`config.mk`:
```
export PLATFORM = sky130hd
export DESIGN_NAME = ram_fifo_ctrl_flat
export DESIGN_NICKNAME = d
export VERILOG_FILES = /design/src/rtl/ram_fifo_ctrl_if.sv /design/src/rtl/ram_fifo_ctrl.sv /design/src/flat_wrapper.sv
export SDC_FILE = /design/constraint.sdc
export NUM_CORES = 1
export LEC_CHECK = 0
export CORE_ASPECT_RATIO = 1.25
export CORE_MARGIN = 5
export CORE_UTILIZATION = 35
export CTS_CLUSTER_SIZE = 40
export DETAILED_ROUTE_END_ITERATION = 7
export PLACE_DENSITY_LB_ADDON = 0.1
export REMOVE_ABC_BUFFERS = 1
export SLEW_MARGIN = 20
export SYNTH_ARGS = -nofsm -noshare
export SYNTH_HDL_FRONTEND = slang
export SYNTH_SLANG_ARGS = --single-unit
```
`constraint.sdc`:
```
create_clock -name clk -period 5.43 [get_ports clk]
set_clock_uncertainty 0.15 [all_clocks]
set_input_delay 0.8145 -clock clk [delete_from_list [all_inputs] [get_ports clk]]
set_output_delay 0.8145 -clock clk [all_outputs]
set_load 0.005 [all_outputs]
```
`src/rtl/ram_fifo_ctrl_if.sv`:
```
// Stream and RAM-port bundle for ram_fifo_ctrl.
// The slave modport is the controller side; the master modport is the producer/consumer/RAM side.
interface ram_fifo_ctrl_if #(
    parameter int Width = 8,
    parameter int Depth = 16
);
    localparam int AW = (Depth > 1) ? $clog2(Depth) : 1;
    localparam int LW = $clog2(Depth + 4);

    logic             in_valid;
    logic             in_ready;
    logic [Width-1:0] in_data;
    logic             out_valid;
    logic             out_ready;
    logic [Width-1:0] out_data;
    logic [LW-1:0]    level;
    logic             ram_wrEn;
    logic [AW-1:0]    ram_wrAddr;
    logic [Width-1:0] ram_wrData;
    logic [AW-1:0]    ram_rdAddr;
    logic [Width-1:0] ram_rdData;

    modport slave (
        input  in_valid, in_data, out_ready, ram_rdData,
        output in_ready, out_valid, out_data, level,
               ram_wrEn, ram_wrAddr, ram_wrData, ram_rdAddr
    );

    modport master (
        output in_valid, in_data, out_ready, ram_rdData,
        input  in_ready, out_valid, out_data, level,
               ram_wrEn, ram_wrAddr, ram_wrData, ram_rdAddr
    );
endinterface

```
`src/rtl/ram_fifo_ctrl.sv`:
```
// FIFO controller around an external 1-cycle-latency dual-port RAM.
// A 2-entry output buffer absorbs the read latency so both sides sustain one transfer per cycle.
module ram_fifo_ctrl #(
    parameter int Width = 8,
    parameter int Depth = 16
) (
    input  logic            clk,
    input  logic            rst_n,
    ram_fifo_ctrl_if.slave  bus
);
    localparam int AW = (Depth > 1) ? $clog2(Depth) : 1;
    localparam int CW = $clog2(Depth + 1);
    localparam int LW = $clog2(Depth + 4);

    logic [AW-1:0]    wr_ptr, rd_ptr;
    logic [CW-1:0]    ram_count, ram_count_n;
    logic             pend;
    logic [1:0]       ob_count, ob_left, ob_count_n;
    logic [Width-1:0] ob0, ob1, ob0_n, ob1_n;
    logic [2:0]       ob_after;
    logic             in_fire, pop, rd_fire;

    assign bus.in_ready   = rst_n && (ram_count < CW'(Depth));
    assign bus.out_valid  = (ob_count != 2'd0);
    assign bus.out_data   = ob0;
    assign bus.level      = LW'(ram_count) + LW'(pend) + LW'(ob_count);
    assign bus.ram_wrEn   = in_fire;
    assign bus.ram_wrAddr = wr_ptr;
    assign bus.ram_wrData = bus.in_data;
    assign bus.ram_rdAddr = rd_ptr;

    assign in_fire = bus.in_valid & bus.in_ready;
    assign pop     = bus.out_valid & bus.out_ready;

    always_comb begin
        // Slots committed after this cycle: buffered + in flight - popped.
        ob_after = {1'b0, ob_count} + {2'b00, pend} - {2'b00, pop};
        rd_fire  = (ram_count != '0) && (ob_after < 3'd2);

        unique case ({in_fire, rd_fire})
            2'b10:   ram_count_n = ram_count + CW'(1);
            2'b01:   ram_count_n = ram_count - CW'(1);
            default: ram_count_n = ram_count;
        endcase

        ob_left    = ob_count - {1'b0, pop};
        ob_count_n = ob_left + {1'b0, pend};
        ob0_n      = ob0;
        ob1_n      = ob1;
        if (pop)
            ob0_n = ob1;
        if (pend) begin
            if (ob_left == 2'd0)
                ob0_n = bus.ram_rdData;
            else
                ob1_n = bus.ram_rdData;
        end
    end

    always_ff @(posedge clk) begin
        if (!rst_n) begin
            wr_ptr    <= '0;
            rd_ptr    <= '0;
            ram_count <= '0;
            pend      <= 1'b0;
            ob_count  <= '0;
            ob0       <= '0;
            ob1       <= '0;
        end else begin
            if (in_fire)
                wr_ptr <= wr_ptr + AW'(1);
            if (rd_fire)
                rd_ptr <= rd_ptr + AW'(1);
            ram_count <= ram_count_n;
            pend      <= rd_fire;
            ob_count  <= ob_count_n;
            ob0       <= ob0_n;
            ob1       <= ob1_n;
        end
    end
endmodule

```
`src/flat_wrapper.sv`:
```
// flat-port wrapper written by rule: the top's interface ports become plain ports
module ram_fifo_ctrl_flat 
#(
    parameter int Width = 8,
    parameter int Depth = 16
)
  (clk, rst_n, bus_in_valid, bus_in_data, bus_out_ready, bus_ram_rdData, bus_in_ready, bus_out_valid, bus_out_data, bus_level, bus_ram_wrEn, bus_ram_wrAddr, bus_ram_wrData, bus_ram_rdAddr);
  ram_fifo_ctrl_if #(.Width(Width), .Depth(Depth)) bus_i ();
  input  logic clk;
  input  logic rst_n;
  input wire logic [$bits(bus_i.in_valid)-1:0] bus_in_valid;
  input wire logic [$bits(bus_i.in_data)-1:0] bus_in_data;
  input wire logic [$bits(bus_i.out_ready)-1:0] bus_out_ready;
  input wire logic [$bits(bus_i.ram_rdData)-1:0] bus_ram_rdData;
  output wire logic [$bits(bus_i.in_ready)-1:0] bus_in_ready;
  output wire logic [$bits(bus_i.out_valid)-1:0] bus_out_valid;
  output wire logic [$bits(bus_i.out_data)-1:0] bus_out_data;
  output wire logic [$bits(bus_i.level)-1:0] bus_level;
  output wire logic [$bits(bus_i.ram_wrEn)-1:0] bus_ram_wrEn;
  output wire logic [$bits(bus_i.ram_wrAddr)-1:0] bus_ram_wrAddr;
  output wire logic [$bits(bus_i.ram_wrData)-1:0] bus_ram_wrData;
  output wire logic [$bits(bus_i.ram_rdAddr)-1:0] bus_ram_rdAddr;
  assign bus_i.in_valid = bus_in_valid;
  assign bus_i.in_data = bus_in_data;
  assign bus_i.out_ready = bus_out_ready;
  assign bus_i.ram_rdData = bus_ram_rdData;
  assign bus_in_ready = bus_i.in_ready;
  assign bus_out_valid = bus_i.out_valid;
  assign bus_out_data = bus_i.out_data;
  assign bus_level = bus_i.level;
  assign bus_ram_wrEn = bus_i.ram_wrEn;
  assign bus_ram_wrAddr = bus_i.ram_wrAddr;
  assign bus_ram_wrData = bus_i.ram_wrData;
  assign bus_ram_rdAddr = bus_i.ram_rdAddr;
  ram_fifo_ctrl #(.Width(Width), .Depth(Depth)) u_core (.clk(clk), .rst_n(rst_n), .bus(bus_i));
endmodule
```
# Word level (Yosys, flattened, before mapping)
# Index checks and enable logic that the tools add are counted.
# word_totals
regBits	32
out_inout_bits	32
inputBits	20
# classes
muxes	4
eq_ne	2
n_reduce_logical	7
order_cmp	2
n_addsub	10
bitwise_logic	3
# ops
op	n
$mux 8	3
$pmux 5 s2	1
$add 4x1->4 const B	2
$add 5x1->5	1
$add 5x1->5 const B	1
$add 5x2->5	1
$lt 5x5->1 const B	1
$reduce_bool 5->1	1
$sub 5x1->5 const B	1
$reduce_bool 2->1	2
$add 2x1->3	1
$lt 3x2->1 const B	1
$sub 3x1->3	1
$add 2x1->2	1
$and 1x1->1	2
$eq 2x1->1 const B	1
$eq 2x2->1 const B	1
$logic_and 1x1->1	2
$logic_not 2->1	1
$reduce_and 2->1	1
$sub 2x1->2	1
$not 1->1	1

# Longest topological paths before layout
# Gate-level depths: netlist (run 1).
# depth
word_depth	7
ltp_mapped	14
ltp_nobuf	13

# Worst setup path before layout (run 1)
# OpenSTA, ideal clock, no wires.
# synth_timing
path_kind	register -> register
from	register u_core.ob_count[1]
to	register u_core.ram_count[4]
path_stages_with_launch	15
path_slack_ps	2055
n_path_buf	1
setup_time_ps	121
t_arrival_ps	3104
period_less_slack_ps	3375
path_cell_list	dfxtp_1 -> or2_2 -> clkbuf_1 -> nand2_4 -> nor2_1 -> fa_1 -> xnor2_1 -> o211ai_4 -> inv_1 -> ha_1 -> ha_1 -> nand3_1 -> and4b_1 -> a21oi_1 -> mux2_2
# synth_between
elab_chain_len	7
elab_cells_between_ends	10
cone_classes	add/sub (2); order compare (1); eq/ne (2); mux (1); bitwise (1); reduce/logical (3)
# synth_lines
item	line_no	rtl
from (decl)	ram_fifo_ctrl.sv:18	logic [1:0] ob_count, ob_left, ob_count_n;
from (signal assigned)	ram_fifo_ctrl.sv:76	ob_count <= ob_count_n;
$reduce_bool 2->1 *	ram_fifo_ctrl.sv:24	assign bus.out_valid = (ob_count != 2'd0);
via bus_out_valid	flat_wrapper.sv:16	output wire logic [$bits(bus_i.out_valid)-1:0] bus_out_valid;
$and 1x1->1 *	ram_fifo_ctrl.sv:33	assign pop = bus.out_valid & bus.out_ready;
$sub 3x1->3 *	ram_fifo_ctrl.sv:37	ob_after = {1'b0, ob_count} + {2'b00, pend} - {2'b00, pop};
$lt 3x2->1 *	ram_fifo_ctrl.sv:38	rd_fire = (ram_count != '0) && (ob_after < 3'd2);
$logic_and 1x1->1 *	ram_fifo_ctrl.sv:38	
via u_core.rd_fire	ram_fifo_ctrl.sv:21	logic in_fire, pop, rd_fire;
$eq 2x1->1 / $eq 2x2->1 (equally long branches)	ram_fifo_ctrl.sv:40	unique case ({in_fire, rd_fire})
$pmux 5 s2 / $reduce_bool 2->1 (equally long branches)	n/a	
to (signal assigned)	ram_fifo_ctrl.sv:74	ram_count <= ram_count_n;
to (decl)	ram_fifo_ctrl.sv:16	logic [CW-1:0] ram_count, ram_count_n;
# The timed path passes the listed nets; every way through them passes the cells marked *.
# A chain may end at the register's enable or synchronous reset.

# Worst setup path in the final report (run 1)
# layout_timing
from	input port rst_n
to	output port bus_ram_wrEn
# layout_between
elab_chain_len	2
# layout_lines
item	line_no	rtl
from (decl)	flat_wrapper.sv:10	input logic rst_n;
$logic_and 1x1->1	ram_fifo_ctrl.sv:23	assign bus.in_ready = rst_n && (ram_count < CW'(Depth));
$and 1x1->1	ram_fifo_ctrl.sv:32	assign in_fire = bus.in_valid & bus.in_ready;
to (decl)	flat_wrapper.sv:19	output wire logic [$bits(bus_i.ram_wrEn)-1:0] bus_ram_wrEn;
# No other way between the ends.

==> results of run 1 <==
-- synthesized netlist by cell type, types with 6 or more instances --
master / n / area share
a211oi_1: 8 / 0.036
nor2_1: 30 / 0.067
ha_1: 9 / 0.067
xor2_1: 7 / 0.036
a21oi_1: 6 / 0.018
mux2i_1: 18 / 0.11
inv_1: 11 / 0.024
buf_4: 8 / 0.036
nand2_1: 6 / 0.013
xnor2_1: 6 / 0.031
dfxtp_1: 32 / 0.38
-- worst register-to-register path: cells and delay by family (launching register included) --
kind / cells / cell delay (ns)
xor gates and xnor gates: 1 / 0.25
muxes: 1 / 0.34
DFF: 1 / 0.41
and+or+nand+nor: 4 / 0.72
adders and majority gates: 3 / 0.99
buffers and inverters: 1 / 0.08
AOI/OAI and AO/OA: 3 / 0.49
-- routing by layer --
layer	routed length [um]	vias up
li1	-	642
met1	1530	613
met2	1720	45
met3	211	5
met4	36	0
met5	0	-
-- final cells by class --
type                            count  area share
Inverter                           11      0.0195
Tap cell                           60      0.0354
Multi-Input combinational cell    119       0.427
Clock inverter                      2      0.0165
Sequential cell                    32       0.302
Timing Repair Buffer               35       0.165
Clock buffer                        6      0.0342
-- per-stage QoR --
| step | utilization | area (um2) | hold WS (ns) |
|---|---|---|---|
| floorplan | - | 1590 | 0.310 |
| global placement | 0.429 | 2010 | 0.323 |
| detailed placement | 0.429 | 2010 | 0.330 |
| CTS | 0.452 | 2120 | 0.340 |
| global route | 0.452 | 2120 | 0.362 |
| finish | 0.452 | 2120 | 0.334 |
-- kinds of logic (layout without fill, tap and decap cells) --
group / count (synthesis) / in the layout / synth area share
AO/OA/AOI/OAI: 22 / 22 / 0.0935
adder cells (fa/ha/maj): 13 / 13 / 0.114
flip-flops: 32 / 32 / 0.380
multiplexers: 19 / 19 / 0.113
AND/OR/NAND/NOR: 52 / 52 / 0.148
buffers and inverters: 25 / 54 / 0.0831
XOR/XNOR: 13 / 13 / 0.0675
-- path summary, 6_finish.rpt --
kind                                   end  cells past startpoint                      from  slack (ns)
setup reg to reg       u_core.ram_count[4]                     13        u_core.ob_count[1]        1.89
hold / removal    u_core.bus.ram_rdAddr[3]                      2  u_core.bus.ram_rdAddr[3]        0.33
setup / recovery              bus_ram_wrEn                      6                     rst_n        1.44
hold reg to reg   u_core.bus.ram_rdAddr[3]                      2  u_core.bus.ram_rdAddr[3]        0.33
-- cell usage in the layout, fill, tap and decap left out, drive strengths merged --
cell | netlist | layout
mux2i | 18 | 18
clkinv | 0 | 1
o21ai | 4 | 4
nand3 | 4 | 4
fa | 4 | 4
xor2 | 7 | 7
xnor2 | 6 | 6
or3 | 2 | 2
nand2 | 7 | 7
ha | 9 | 9
clkbuf | 3 | 6
bufinv | 0 | 1
nor2b | 1 | 1
inv | 11 | 11
nor4 | 1 | 1
a211oi | 8 | 8
and2 | 2 | 2
and4b | 2 | 2
clkdlybuf4s50 | 0 | 35
a21oi | 7 | 7
a311o | 1 | 1
dfxtp | 32 | 32
mux2 | 1 | 1
o211ai | 1 | 1
nand4 | 1 | 1
or2 | 1 | 1
a21o | 1 | 1
nor2 | 30 | 30
or4 | 1 | 1
-- state kept, by name, summed over array words and instances (netlist names) --
register               cells
u_core.bus.ram_rdAddr      4
u_core.ram_count           5
u_core.bus.ram_wrAddr      4
u_core.bus.out_data        8
u_core.ob_count            2
u_core.ob1                 8
u_core.pend                1
-- power by group through the flow --
stage	Clock (W)	Sequential [W]	Combinational [W]
2_1_floorplan	0	0.000339	0.000367
3_3_place_gp	0	0.000348	0.000536
3_5_place_dp	0	0.000351	0.000554
4_1_cts	0.000230	0.000346	0.000555
5_1_grt	0.000241	0.000355	0.000610
6_report	0.000223	0.000345	0.000545
==> run metrics, run 1 <==
status=finished clean; hold buffers post-CTS=0; Psw=0.000401 W; worst hold path type=flip-flop to flip-flop; GRT Overall Usage=0.119; RSZ-0062 raised after global routing=no; fin worst setup slack=1.44 ns; Skew-Pair Late Insertion Delay=0.28 ns; Slew HR=0.378; final hold vios=0; final non-filler cell total=approximately 270; Die W=72.1 um; nets@finish=237; overall power=between 0.001 and 0.0015 W; internal power=between 0.0007 and 0.0008 W; Max clock buf depth=2; TritonCTS clock tree=built; Crit Path Class=input port to primary output; Syn Inst Count=roughly 180; post-layout min period=3.99 ns; GRT overflow=0; clock-pin slew on the worst setup and hold paths=0.07 ns; Place WS=1.35 ns; critical path's largest stage delay=0.58 ns; maximum clock rate=251 MHz; H-tree lvl count=2; Initial Utilization=0.359; Top Family by Delay on Critical Path=buffers and inverters; PD cells=524 nW/um2; slowest CP cell=clkdlybuf4s50_1; crit path DAT=3.03 ns; startpoint types=input port; EDFF count, synth=0; GRT Max-Usage Layer=met2; CP max FO=30; first-iteration detailed-routing DRC count=42; Clock Power Share=0.200; Initial DRT Pass Iterations=4; DIE HEIGHT=roughly 88 um; post-CTS setup buffer count=0; vias in the first global route=roughly 1.3k; Setup TNS Final=0 ns; Logic pwr share=0.490; Least-Margin Pin Slew=0.932 ns; CTS resizes=0; met2 Usage GRT=0.200; CP bufs+invs=4; Row Count=28; Die Area=~6300 um2; global-route wire length before repair=5910 um; Final setup viols=0; final wirelength=3510 um; register area share after synthesis=0.380; initial antenna violation count=0; clock sinks=32; final slew viol count=0; fraction of registers with async set/reset=0; Mapped Area=1690 um2; Vias/cell=just under 5; Root Driver=clkbuf_8; Synth Register Bits=32; critical path cell sequence=clkdlybuf4s50_1, inv_1, nor2_1, nand2_1, inv_1, clkdlybuf4s50_1; Inst Count DP=approximately 260; max cap viols=0; ratio of final minimum period to clock period=0.735; Flop pwr share=0.310; Ys Warns=0; Area Overhead vs Synth=25.7%; Post-synth top flop=dfxtp_1; Peak VDD IR=0.000221 V; M3 GR Usage=0.0448; cts bufs inserted=5; core area=4690 um2; Detail Placement HPWL=2560 um; ant diodes=0; I/O pins=52; area occupied by registers=641 um2; unique cell type count in the Yosys netlist=31; # fillers=484; area of the multi-input gates=906 um2; IO Port Bufs=35; routed vias=1305; Leak Pwr=0.920 nW; CP endpoint kind=primary output; largest net degree at the start of global routing=31; share of cells above drive strength 1=0.0732; DRC violations left=0; grt met1 use=0.140; Sw Ratio=0.360; Crit path required time=4.47 ns; Synth Area per Inst=9.58 um2; DR WL/cell=13.2 um; post-route ant nets=0; placer congestion estimate=0.719
Note: power is estimated with default switching activity, not from simulation.
==> inputs of run 2 (changes only) <==
==> constraint.sdc (replaced) <==
create_clock -name clk -period 3.8 [get_ports clk]
set_clock_uncertainty 0.15 [all_clocks]
set_input_delay 0.57 -clock clk [delete_from_list [all_inputs] [get_ports clk]]
set_output_delay 0.57 -clock clk [all_outputs]
set_load 0.005 [all_outputs]
==> run metrics, run 2 (synthesized netlist as in run 1, its figures left out) <==
Die Area=6320 um2 (unchanged); hold buffers post-CTS=0 (unchanged); fin worst setup slack=0.297 ns (was 1.44 ns); post-route ant nets=0 (unchanged); placed inst area=2040 um2 (was 2010 um2); H-tree lvl count=2 (unchanged); Peak VDD IR=0.000294 V (was 0.000221 V); DR WL/cell=13.6 um (was 13.2 um); most frequent cells in the layout=35 x clkdlybuf4s50_1, 32 x dfxtp_1, 30 x nor2_1 (unchanged); post-layout min period=3.50 ns; clock-pin slew on the worst setup and hold paths=0.07 ns (about the same); CP endpoint kind=flip-flop (was primary output); Slew HR=0.568 (was 0.378); initial antenna violation count=0 (unchanged); post-CTS setup buffer count=0 (unchanged); maximum clock rate=285 MHz; Skew-Pair Late Insertion Delay=0.28 ns (about the same); nets@finish=240 (was 237); DIE HEIGHT=87.6 um (unchanged); Final setup viols=0 (unchanged); final slew viol count=0 (unchanged); fin area=2140 um2 (was 2120 um2); Root Driver=clkbuf_8 (unchanged); final wirelength=3640 um (was 3510 um); ratio of final minimum period to clock period=0.922; Crit Path Class=input port to flip-flop (was input port to primary output); Place WS=0.00986 ns (was 1.35 ns); DRC violations left=0 (unchanged); most common cell after layout, fill and taps aside=clkdlybuf4s50_1 (unchanged); clock sinks=32 (unchanged); CTS resizes=0 (unchanged); Least-Margin Pin Slew=0.647 ns (was 0.932 ns); share of cells above drive strength 1=0.0865 (was 0.0732); core area=4690 um2 (unchanged); placer congestion estimate=0.736 (was 0.719); Setup TNS Final=0 ns (unchanged); GRT overflow=0 (unchanged); Row Count=28 (unchanged); status=finished clean (unchanged); Initial Utilization=0.359 (unchanged); global-route wire length before repair=5970 um (was 5910 um); cts bufs inserted=5 (unchanged); TritonCTS clock tree=built (unchanged); Leak Pwr=0.934 nW (was 0.920 nW); CP max FO=6 (was 30); IO Port Bufs=35 (unchanged); vias in the first global route=1336 (was 1337); GRT Overall Usage=0.121 (was 0.119); crit path DAT=3.52 ns (was 3.03 ns); Area Overhead vs Synth=27.1% (was 25.7%); routed vias=1303 (was 1305); worst hold path type=flip-flop to flip-flop (unchanged); Initial DRT Pass Iterations=4 (unchanged); max cap viols=0 (unchanged); first-iteration detailed-routing DRC count=24 (was 42); Die W=72.1 um (unchanged); final hold vios=0 (unchanged); Vias/cell=4.86 (was 4.92); Detail Placement HPWL=2640 um (was 2560 um); largest net degree at the start of global routing=30 (was 31); I/O pins=52 (unchanged); ant diodes=0 (unchanged); Crit path required time=3.82 ns (was 4.47 ns); RSZ-0062 raised after global routing=no (unchanged); PD cells=749 nW/um2 (was 524 nW/um2); Max clock buf depth=2 (unchanged); startpoint types=input port (unchanged)
run 2: metal layers:
metal | up-vias | routed length, um | global-route usage
li1 | 649 | - | -
met2 | 37 | 1830 | 0.208
met3 | 5 | 245 | 0.0551
met1 | 612 | 1510 | 0.129
met4 | 0 | 52 | 0.0462
met5 | - | 0 | 0
run 2: worst paths after layout:
kind,cells past startpoint,from,to,slack [ns]
max reg2reg,13,u_core.ob_count[1],u_core.ram_count[4],0.45
max,13,bus_out_ready,u_core.ram_count[4],0.30
min,2,u_core.bus.ram_rdAddr[3],u_core.bus.ram_rdAddr[3],0.34
min reg2reg,2,u_core.bus.ram_rdAddr[3],u_core.bus.ram_rdAddr[3],0.34
run 2: critical path, cell delays in order:
cell             delay, ns
clkdlybuf4s50_1       0.56
xor2_1                0.17
nand2_1               0.08
fa_1                  0.38
xnor2_1               0.25
o211ai_4              0.11
inv_1                 0.07
ha_1                  0.27
ha_1                  0.32
a21oi_1               0.18
nand2_1               0.07
a21oi_1               0.13
mux2_2                0.34
run 2: per-stage QoR:
| stage | total power (W) | hold WS, ns | instances | util |
|---|---|---|---|---|
| 2_1_floorplan | 0.00101 | 0.310 | 162 | - |
| 3_3_place_gp | 0.00128 | 0.316 | 260 | 0.434 |
| 3_5_place_dp | 0.00131 | 0.338 | 260 | 0.434 |
| 4_1_cts | 0.00164 | 0.348 | 268 | 0.457 |
| 5_1_grt | 0.00173 | 0.368 | 268 | 0.457 |
| 6_report | 0.00161 | 0.343 | 268 | 0.457 |
run 2: layout make-up:
class                      instances  area [um2]
clock buffer                       6        72.6
clock inverter                     2        35.0
fill                             483        2550
inverter                          11        41.3
multi-input combinational        119         906
sequential                        32         641
tap                               60        75.1
timing repair buffer              38         373
run 2: power by group:
group / internal, W / switching (W) / total (W)
clock network: 0.000194 / 0.000120 / 0.000314
logic: 0.000426 / 0.000373 / 0.000800
registers: 0.000411 / 0.0000810 / 0.000492
total: 0.00103 / 0.000574 / 0.00161
==> inputs of run 3 (changes only) <==
--- a/config.mk
+++ b/config.mk
@@ -10,9 +10,8 @@
 export CORE_UTILIZATION = 35
 export CTS_CLUSTER_SIZE = 40
 export DETAILED_ROUTE_END_ITERATION = 7
-export PLACE_DENSITY_LB_ADDON = 0.1
+export PLACE_DENSITY_LB_ADDON = 0.12
 export REMOVE_ABC_BUFFERS = 1
-export SLEW_MARGIN = 20
 export SYNTH_ARGS = -nofsm -noshare
 export SYNTH_HDL_FRONTEND = slang
 export SYNTH_SLANG_ARGS = --single-unit
==> run metrics, run 3 (synthesized netlist as in run 1, its figures left out) <==
status=finished clean (unchanged); crit path DAT=3.52 ns (about the same); Crit path required time=3.82 ns (about the same); Slew HR=0.577 (was 0.568); CP endpoint kind=flip-flop (unchanged); PD cells=737 nW/um2 (was 749 nW/um2); Initial Utilization=0.359 (unchanged); global-route wire length before repair=6240 um (was 5970 um); post-CTS setup buffer count=0 (unchanged); Max clock buf depth=2 (unchanged); Final setup viols=0 (unchanged); Reg-to-Reg End=u_core.ram_count[4] (unchanged); most frequent cells in the layout=35 x clkdlybuf4s50_1, 32 x dfxtp_1, 30 x nor2_1 (unchanged); # fillers=487 (was 483); first-iteration detailed-routing DRC count=31 (was 24); routed vias=1310 (was 1303); post-route ant nets=0 (unchanged); IO Port Bufs=35 (unchanged); DR WL/cell=13.7 um (was 13.6 um); initial antenna violation count=0 (unchanged); Crit Path Class=input port to flip-flop (unchanged); GRT overflow=0 (unchanged); Worst Reg-to-Reg Cells=13 (unchanged); post-layout min period=3.50 ns (about the same); Hold WS=0.349 ns (was 0.343 ns); Initial DRT Pass Iterations=3 (was 4); max cap viols=0 (unchanged); Vias/cell=4.91 (was 4.86); cts bufs inserted=5 (unchanged); Least-Margin Pin Slew=0.634 ns (was 0.647 ns); startpoint types=input port (unchanged); wl on met1=1480 um (was 1510 um); worst hold path type=flip-flop to flip-flop (unchanged); met2 routed WL=1870 um (was 1830 um); placed inst area=2040 um2 (unchanged); ant diodes=0 (unchanged); final wirelength=3650 um (was 3640 um); final slew viol count=0 (unchanged); Die W=72.1 um (unchanged); hold_sp=u_core.ob1[7] (was u_core.bus.ram_rdAddr[3]); nets@finish=240 (unchanged); hold buffers post-CTS=0 (unchanged); most common cell after layout, fill and taps aside=clkdlybuf4s50_1 (unchanged); CTS resizes=0 (unchanged); Hold Path Depth=2 (unchanged); top routing layer in use=met4 (unchanged); vias in the first global route=1409 (was 1336); Leak Pwr=0.929 nW (was 0.934 nW); Area Overhead vs Synth=26.4% (was 27.1%); Setup TNS Final=0 ns (unchanged); Skew-Pair Late Insertion Delay=0.28 ns (about the same); area occupied by registers=641 um2 (unchanged); core area=4690 um2 (unchanged); Reg-to-Reg Start=u_core.ob_count[1] (unchanged); routed wl met3=230 um (was 245 um); Peak VDD IR=0.000283 V (was 0.000294 V); placer congestion estimate=0.728 (was 0.736); DRC violations left=0 (unchanged); Die Area=6320 um2 (unchanged); clock-pin slew on the worst setup and hold paths=0.06 ns (was 0.07 ns); r2r setup slk=0.45 ns (about the same); share of cells above drive strength 1=0.0870 (was 0.0865); Hold EP=u_core.ob1[7] (was u_core.bus.ram_rdAddr[3]); Detail Placement HPWL=2760 um (was 2640 um); DIE HEIGHT=87.6 um (unchanged); ratio of final minimum period to clock period=0.920 (was 0.922); I/O pins=52 (unchanged); largest net degree at the start of global routing=30 (unchanged); clock sinks=32 (unchanged); TritonCTS clock tree=built (unchanged); maximum clock rate=286 MHz (was 285 MHz); GRT Overall Usage=0.127 (was 0.121); Root Driver=clkbuf_8 (unchanged); RSZ-0062 raised after global routing=no (unchanged); area of the multi-input gates=906 um2 (unchanged); final hold vios=0 (unchanged); H-tree lvl count=2 (unchanged); Row Count=28 (unchanged); CP max FO=6 (unchanged); fin area=2130 um2 (was 2140 um2)
-- run 3: cell types whose count changed in the layout (fill, tap and decap cells not counted), sizes merged --
cell,previous run,this run
clkinv,1,0
bufinv,1,0
clkbuf,6,7
-- run 3: report_power, final --
part	total, W	leakage (nW)	switching [W]	internal, W
Clock	0.000279	0.0503	0.000118	0.000161
Sequential	0.000489	0.260	0.0000779	0.000411
Combinational	0.000803	0.618	0.000375	0.000427
-- run 3: routing by layer --
layer  vias up  GRT usage
met1       617      0.132
met5         -          0
met2        42      0.219
li1        645          -
met3         6     0.0563
met4         0     0.0615
-- run 3: through the flow --
stage               total power [W]  instances  setup WS (ns)  utilization
global placement            0.00129        260          0.112        0.434
detailed placement          0.00131        260         0.0365        0.434
CTS                         0.00160        267          0.325        0.454
global route                0.00170        267          0.178        0.454
finish                      0.00157        267          0.302        0.454
floorplan                   0.00101        162          0.509            -
-- run 3: area by class of cell --
cell class | count | area share
multi-input cells | 119 | 0.425
repair buffers | 38 | 0.175
well taps | 60 | 0.0352
flip-flops and latches | 32 | 0.300
inverters | 11 | 0.0194
clock buffers | 7 | 0.0452
-- run 3: worst max-delay path by stage --
stage | start | to | cells past startpoint
after CTS | bus_out_ready | u_core.ram_count[4] | 13
after detailed placement | bus_out_ready | u_core.ram_count[4] | 13
after global placement | bus_out_ready | u_core.ram_count[4] | 13
after global routing | bus_out_ready | u_core.ram_count[4] | 13
final | bus_out_ready | u_core.ram_count[4] | 13
after floorplan | u_core.ob_count[1] | u_core.ram_count[4] | 13
-- run 3: critical path: stages --
cell and delay (ns):
clkdlybuf4s50_1 0.54, xor2_1 0.17, nand2_1 0.08, fa_1 0.39, xnor2_1 0.26, o211ai_4 0.12
inv_1 0.07, ha_1 0.28, ha_1 0.32, a21oi_1 0.18, nand2_1 0.08, a21oi_1 0.14
mux2_2 0.34
